## config.mk

```make
export PLATFORM = sky130hd
export DESIGN_NAME = ct_f_spsram_512x144_ctrl
export DESIGN_NICKNAME = d
export VERILOG_FILES = /design/src/rtl/ct_f_spsram_512x144_ctrl.sv
export SDC_FILE = /design/constraint.sdc
export NUM_CORES = 1
export LEC_CHECK = 0
export BUFFER_PORTS_ARGS = -buffer_cell sky130_fd_sc_hd__buf_2
export CAP_MARGIN = 40
export CORE_AREA = 2 2 345 347
export DETAILED_ROUTE_END_ITERATION = 10
export DIE_AREA = 0 0 347 349
export PLACE_DENSITY_LB_ADDON = 0.2
export REMOVE_ABC_BUFFERS = 1
export SLEW_MARGIN = 30
export SYNTH_ARGS = -nofsm -noshare
export SYNTH_HDL_FRONTEND = slang
export SYNTH_SLANG_ARGS = --single-unit
```

## constraint.sdc

```tcl
create_clock -name CLK -period 4.84 [get_ports CLK]
set_input_delay 1.21 -clock CLK [delete_from_list [all_inputs] [get_ports CLK]]
set_output_delay 1.21 -clock CLK [all_outputs]
set_load 0.1 [all_outputs]
```

## src/rtl/ct_f_spsram_512x144_ctrl.sv

```systemverilog
// Request/response controller in front of a single-port SRAM macro: zero-fills the array
// after reset, then serves one read or bit-masked write per cycle with in-order read data.
module ct_f_spsram_512x144_ctrl #(
  parameter int ADDR_WIDTH = 9,
  parameter int DATA_WIDTH = 144,
  parameter int INIT_EN    = 1,
  parameter int RSP_DEPTH  = 4
) (
  input  logic                  CLK,
  input  logic                  RST,
  input  logic                  req_vld,
  output logic                  req_rdy,
  input  logic                  req_wr,
  input  logic [ADDR_WIDTH-1:0] req_addr,
  input  logic [DATA_WIDTH-1:0] req_wdata,
  input  logic [DATA_WIDTH-1:0] req_wmask,
  output logic                  rsp_vld,
  input  logic                  rsp_rdy,
  output logic [DATA_WIDTH-1:0] rsp_rdata,
  output logic                  init_done,
  output logic [ADDR_WIDTH-1:0] A,
  output logic                  CEN,
  output logic                  GWEN,
  output logic [DATA_WIDTH-1:0] WEN,
  output logic [DATA_WIDTH-1:0] D,
  input  logic [DATA_WIDTH-1:0] Q
);

  localparam int PTR_W = $clog2(RSP_DEPTH);
  localparam int CNT_W = PTR_W + 1;
  localparam logic [ADDR_WIDTH-1:0] LAST_ADDR = '1;

  typedef enum logic [1:0] {S_RST, S_INIT, S_RUN} state_e;

  state_e                  state_q, state_d;
  logic [ADDR_WIDTH-1:0]   init_cnt_q, init_cnt_d;
  logic                    init_done_q, init_done_d;
  logic                    rd_inflight_q, rd_inflight_d;
  logic [PTR_W-1:0]        wr_ptr_q, wr_ptr_d;
  logic [PTR_W-1:0]        rd_ptr_q, rd_ptr_d;
  logic [CNT_W-1:0]        count_q, count_d;
  logic [DATA_WIDTH-1:0]   fifo_mem [RSP_DEPTH];

  logic [CNT_W:0]          credit_used;
  logic                    acc;
  logic                    acc_rd;
  logic                    push;
  logic                    pop;

  // A read occupies a credit from acceptance until its data leaves the FIFO, so a push
  // can never land on a full FIFO.
  assign credit_used = (CNT_W+1)'(count_q) + (CNT_W+1)'(rd_inflight_q);
  assign req_rdy     = (state_q == S_RUN) && (credit_used < (CNT_W+1)'(RSP_DEPTH));
  assign acc         = req_vld & req_rdy;
  assign acc_rd      = acc & ~req_wr;
  assign push        = rd_inflight_q;
  assign rsp_vld     = (count_q != '0);
  assign pop         = rsp_vld & rsp_rdy;
  assign rsp_rdata   = fifo_mem[rd_ptr_q];
  assign init_done   = init_done_q;

  // NOTE: sequential state uses non-blocking assignments so every flop samples pre-edge values.
  always_ff @(posedge CLK or posedge RST) begin
    if (RST) begin
      state_q       <= S_RST;
      init_cnt_q    <= '0;
      init_done_q   <= 1'b0;
      rd_inflight_q <= 1'b0;
      wr_ptr_q      <= '0;
      rd_ptr_q      <= '0;
      count_q       <= '0;
    end else begin
      state_q       <= state_d;
      init_cnt_q    <= init_cnt_d;
      init_done_q   <= init_done_d;
      rd_inflight_q <= rd_inflight_d;
      wr_ptr_q      <= wr_ptr_d;
      rd_ptr_q      <= rd_ptr_d;
      count_q       <= count_d;
    end
  end

  // NOTE: FIFO storage has no reset; the pointers and count alone decide what is valid.
  always_ff @(posedge CLK) begin
    if (push) fifo_mem[wr_ptr_q] <= Q;
  end

  // NOTE: every always_comb output gets a default first so no path can infer a latch.
  always_comb begin
    state_d     = state_q;
    init_cnt_d  = init_cnt_q;
    init_done_d = init_done_q;
    case (state_q)
      S_RST: begin
        if (INIT_EN != 0) begin
          state_d = S_INIT;
        end else begin
          state_d     = S_RUN;
          init_done_d = 1'b1;
        end
      end
      S_INIT: begin
        init_cnt_d = init_cnt_q + ADDR_WIDTH'(1);
        if (init_cnt_q == LAST_ADDR) begin
          state_d     = S_RUN;
          init_done_d = 1'b1;
        end
      end
      S_RUN:   state_d = S_RUN;
      default: state_d = S_RST;
    endcase
  end

  always_comb begin
    A    = '0;
    CEN  = 1'b1;
    GWEN = 1'b1;
    WEN  = '1;
    D    = '0;
    case (state_q)
      S_INIT: begin
        A    = init_cnt_q;
        CEN  = 1'b0;
        GWEN = 1'b0;
        WEN  = '0;
      end
      S_RUN: begin
        if (acc) begin
          A   = req_addr;
          CEN = 1'b0;
          if (req_wr) begin
            GWEN = 1'b0;
            WEN  = ~req_wmask;
            D    = req_wdata;
          end
        end
      end
      default: ;
    endcase
  end

  always_comb begin
    rd_inflight_d = acc_rd;
    wr_ptr_d      = push ? wr_ptr_q + PTR_W'(1) : wr_ptr_q;
    rd_ptr_d      = pop  ? rd_ptr_q + PTR_W'(1) : rd_ptr_q;
    count_d       = count_q + CNT_W'(push) - CNT_W'(pop);
  end

  a_no_push_on_full : assert property (@(posedge CLK) disable iff (RST)
    !(push && (count_q == CNT_W'(RSP_DEPTH))));

endmodule

```

==> summary by stage <==
Power
The worst voltage drop across the vdd grid is between 0.4 and 0.5 mV. The areal power density over the cells is between 500 and 600 mW/mm^2. The static power due to leakage is roughly 13 nW.

Route
Once detail routing completed, the nets flagged for antenna violations numbered 0. The vias after detailed routing is ~17000. The pre-antenna-repair detailed-routing pass consisted of 5 iterations.

Dividing the detail-routed wire length by the instance count gives between 40 and 50 um. The mean number of vias per cell is ~4.5. The DRC violation count after routing is 0. The first routing iteration left between 1000 and 1500 violations.

For this block, the routed nets add up to roughly 150000 um of wire.

Timing
The number of endpoints failing setup at the final stage is 0. Setup repair after global routing left no endpoint under its margin. Measured against its own limit, the worst slew margin works out to 0.456. Setup slack on the critical path of the routed design comes to just under 0.2 ns. The worst path in the final design needs a cycle of about 4.6 ns, including I/O delays and setup. For the pin with the worst max-slew slack, the measured transition is slightly above 0.8 ns. The count of final max-slew check failures is 0. In the finished design, the share of the clock period the worst path needs comes to 0.960. Setup total negative slack on the finished layout was measured at 0 ns. The hold violation total from the final report is 0.

Between clock sinks in the finished design, the worst skew comes to between 0.03 and 0.04 ns. For this run, the top clock speed supported by timing is 0.215 GHz.

Clocking
Counting every sink on the clock net gives 596. The maximum number of buffers from clock root to sink is 3. Buffers added to address setup during post-CTS repair amount to 0. Post-CTS repair changed the size of 0 cells. The clock latency reported for the late side of the worst-skew pair is around 0.63 ns. For this design, the CTS-stage hold fixing added 0 buffers.

TritonCTS built the clock tree. CTS built an H-tree with a depth of 2. The CTS buffer count is 60.

After clock tree synthesis, the clock-pin slew on the worst setup and hold paths is about 0.070 ns. The root buffer cell is sky130_fd_sc_hd__clkbuf_16.

Synthesis
The commonest cells after synthesis are 576 x sky130_fd_sc_hd__edfxtp_1, 146 x sky130_fd_sc_hd__and3_1, 144 x sky130_fd_sc_hd__a31oi_1, 144 x sky130_fd_sc_hd__mux4_2, 62 x sky130_fd_sc_hd__clkbuf_1. Yosys instantiated no cell more often than sky130_fd_sc_hd__edfxtp_1. The synthesized area is roughly 0.024 mm^2. Counting every instance in the synthesized netlist gives 1230. The library cell with the largest summed area after synthesis is sky130_fd_sc_hd__edfxtp_1. Of the total synthesized cell area, the portion taken by XOR and XNOR cells is 0.00401. For this run, the leading register cell type out of synthesis is sky130_fd_sc_hd__edfxtp_1. The post-synthesis sequential area ratio is 0.741.

Of the post-synthesis cell area, the part taken by muxes is 0.136. After synthesis, the largest family of logic cells by area is multiplexers. The distinct cell type count of the synthesized netlist is 34. In this run, synthesis inferred ~580 flip-flops with an integrated enable.

The proportion of register bits with asynchronous set or reset after synthesis is 0.0336. The share of the synthesized area in compound gates (AO/OA/AOI/OAI) is 0.0440. The synthesis-stage register bit count is around 600. In this run the mean area of a mapped cell was between 15 and 20 um^2.

Of the total synthesized cell area, the portion taken by full adders, half adders and majority gates is 0.00708. Of the total synthesized cell area, the portion taken by AND, OR, NAND and NOR gates is 0.0444. The share of synthesized area in the top cell type comes to 0.720. Sorting the synthesized cells by area gives the leading types as sky130_fd_sc_hd__edfxtp_1 72%, sky130_fd_sc_hd__mux4_2 13%, sky130_fd_sc_hd__and3_1 3.8%. The Yosys warning count is 0.

Floorplan
The die extent in y is about 350 um. Measured along the x axis, the die boundary spans around 350 um. The initial utilization of the core area, before any placement, comes to 0.205. The number of ports placed on the die boundary is around 890. After floorplanning, the core was divided into about 130 placement rows.

The die outline area is around 0.12 mm^2. The area of the core is between 0.1 and 0.15 mm^2.

Placed design
The HPWL reported at the end of detailed placement is ~130000 um. The count of buffers from port buffering is just under 900. Timing analysis after detailed placement gives a worst setup slack of between 0.5 and 0.6 ns. Routability-driven placement finished with a final weighted congestion of roughly 1.1. The number of placed instances, taps included, is about 3600.

Setup path
The category of the critical setup timing path is register to output port. In this run the critical register-to-register path is launched from push. The largest stage delay on the critical path is roughly 0.69 ns. For this design, the slowest cell found on the critical path is sky130_fd_sc_hd__o32ai_4. The number of cells on the worst reg-to-reg path is 2. The maximum fanout along the worst path is 66. The end of the worst register-to-register path is fifo_mem[0][8]. The most numerous cell type found on the critical path is sky130_fd_sc_hd__buf_12. The element type at the critical path end is an output port. The data required time of the critical path is 3.63 ns. Data on the critical path arrives at its endpoint at around 3.4 ns.

The internal reg-to-reg setup slack is approximately 2.6 ns. Traced cell by cell, the critical path runs through ha_1, o211a_1, o32ai_4, buf_12, and3_1, buf_12. STA classifies the critical path startpoint as a register.

Layout
Excluding fillers, the count of instances in the completed layout stands at roughly 3700. The total number of nets in the final design is between 2000 and 3000. Registers take between 0.015 and 0.02 mm^2.

The number of fill cells in the layout is between 10000 and 15000. The multi-input combinational cells in the finished layout cover a total of 0.00569 mm^2. The end-of-flow core utilization is 0.291.

Of the cells placed in the final design, the portion with a size suffix greater than 1 is 0.542. Compared with the post-synthesis result, the final layout area differs by 42.4%.

Global route
Summed over all layers, the global routing overflow is 0. For met3 alone, demand over resource in global routing was 0.117. The routing layer with the top usage in global route is met2. For this run, global-route usage on met1 was measured as 0.218. The via count of the first global-routing pass came to 17450. Across every metal layer, demand over resource in global routing totals 0.249. The number of antenna violations at the first check in global routing is approximately 120.

In the global route stage, met2 resource usage came out at 0.466. Entering global routing, the biggest net connects 147 pins. The first global-routing pass estimated slightly below 200000 um of wire.

Worst hold path
The source of the worst hold timing path is init_done. Along the worst hold path, the cell count comes to 1. The type of the tightest min-delay check is register to register. The worst-case hold path end point is init_done.

Outcome
The flow ran to the end, and the final reports show no timing, DRC or antenna violations.

Run
Max-cap violations in this run came to 0.
-- worst max-delay path by stage --
stage                          start       to  slack (ns)
final                     count_q[2]    D[59]        0.19
after global routing      count_q[2]    D[37]        0.08
after CTS                 count_q[2]    D[22]        0.15
after detailed placement     req_vld  WEN[83]        0.60
after global placement       req_vld    D[22]        0.61
after floorplan           count_q[1]     GWEN       -9.56
-- routing by layer --
layer,up-vias,routed length [um]
met5,-,675
met2,750,82600
met4,106,10600
li1,6973,-
met1,8659,45100
met3,288,16100
-- sequential cells by signal, summed over array words and instances (netlist names) --
name,cells
init_done,1
fifo_mem,576
rd_ptr_q,2
count_q,3
init_cnt_q,9
push,1
state_q,2
wr_ptr_q,2
-- per-stage QoR --
step / hold WS [ns] / power [W] / instance area (um^2)
finish: 0.482 / 0.0185 / 34200
global placement: 0.448 / 0.0141 / 32100
floorplan: 0.464 / 0.0122 / 23500
detailed placement: 0.456 / 0.0141 / 32100
global route: 0.490 / 0.0191 / 34200
CTS: 0.478 / 0.0188 / 34100
-- worst max-delay path, delay by kind of cell, from the launching register on --
family,cells,cell delay [ns]
AOI/OAI and AO/OA,2,0.97
DFF,1,0.48
buffers and inverters,2,0.62
adders and majority gates,1,0.24
and+or+nand+nor,1,0.45
-- cell usage in the layout (no fill, tap or decap), types with 13 or more instances in the layout --
cell type                   count
sky130_fd_sc_hd__buf_2        766
sky130_fd_sc_hd__edfxtp_1     576
sky130_fd_sc_hd__and3_1       146
sky130_fd_sc_hd__a31oi_1      144
sky130_fd_sc_hd__mux4_2       144
sky130_fd_sc_hd__buf_12       131
sky130_fd_sc_hd__clkbuf_16     60
sky130_fd_sc_hd__diode_2       56
sky130_fd_sc_hd__buf_4         27
sky130_fd_sc_hd__dfrtp_1       18
sky130_fd_sc_hd__clkinv_1      14
sky130_fd_sc_hd__clkbuf_1      13
-- layout make-up --
class                   instances  share of cell area
clock buffers                  73              0.0453
inverters                      10             0.00110
multi-input cells             507               0.166
repair buffers                925               0.195
well taps                    1536              0.0561
flip-flops and latches        596               0.520
clock inverters                38              0.0121
diodes                         56             0.00409
-- power breakdown --
group          leakage (nW)  total (W)  switching, W  internal [W]
Sequential             5.43    0.00584      0.000163       0.00568
Combinational          6.98    0.00803       0.00636       0.00166
Clock                 0.942    0.00463       0.00197       0.00266
Total                  13.4     0.0185       0.00849        0.0100
-- kinds of logic after synthesis --
kind of cell / count (synthesis)
xor gates and xnor gates: 11
buffers and inverters: 127
DFF: 596
AOI/OAI and AO/OA: 162
muxes: 146
and+or+nand+nor: 175
adders and majority gates: 13
(Power assumes the default switching activity.)
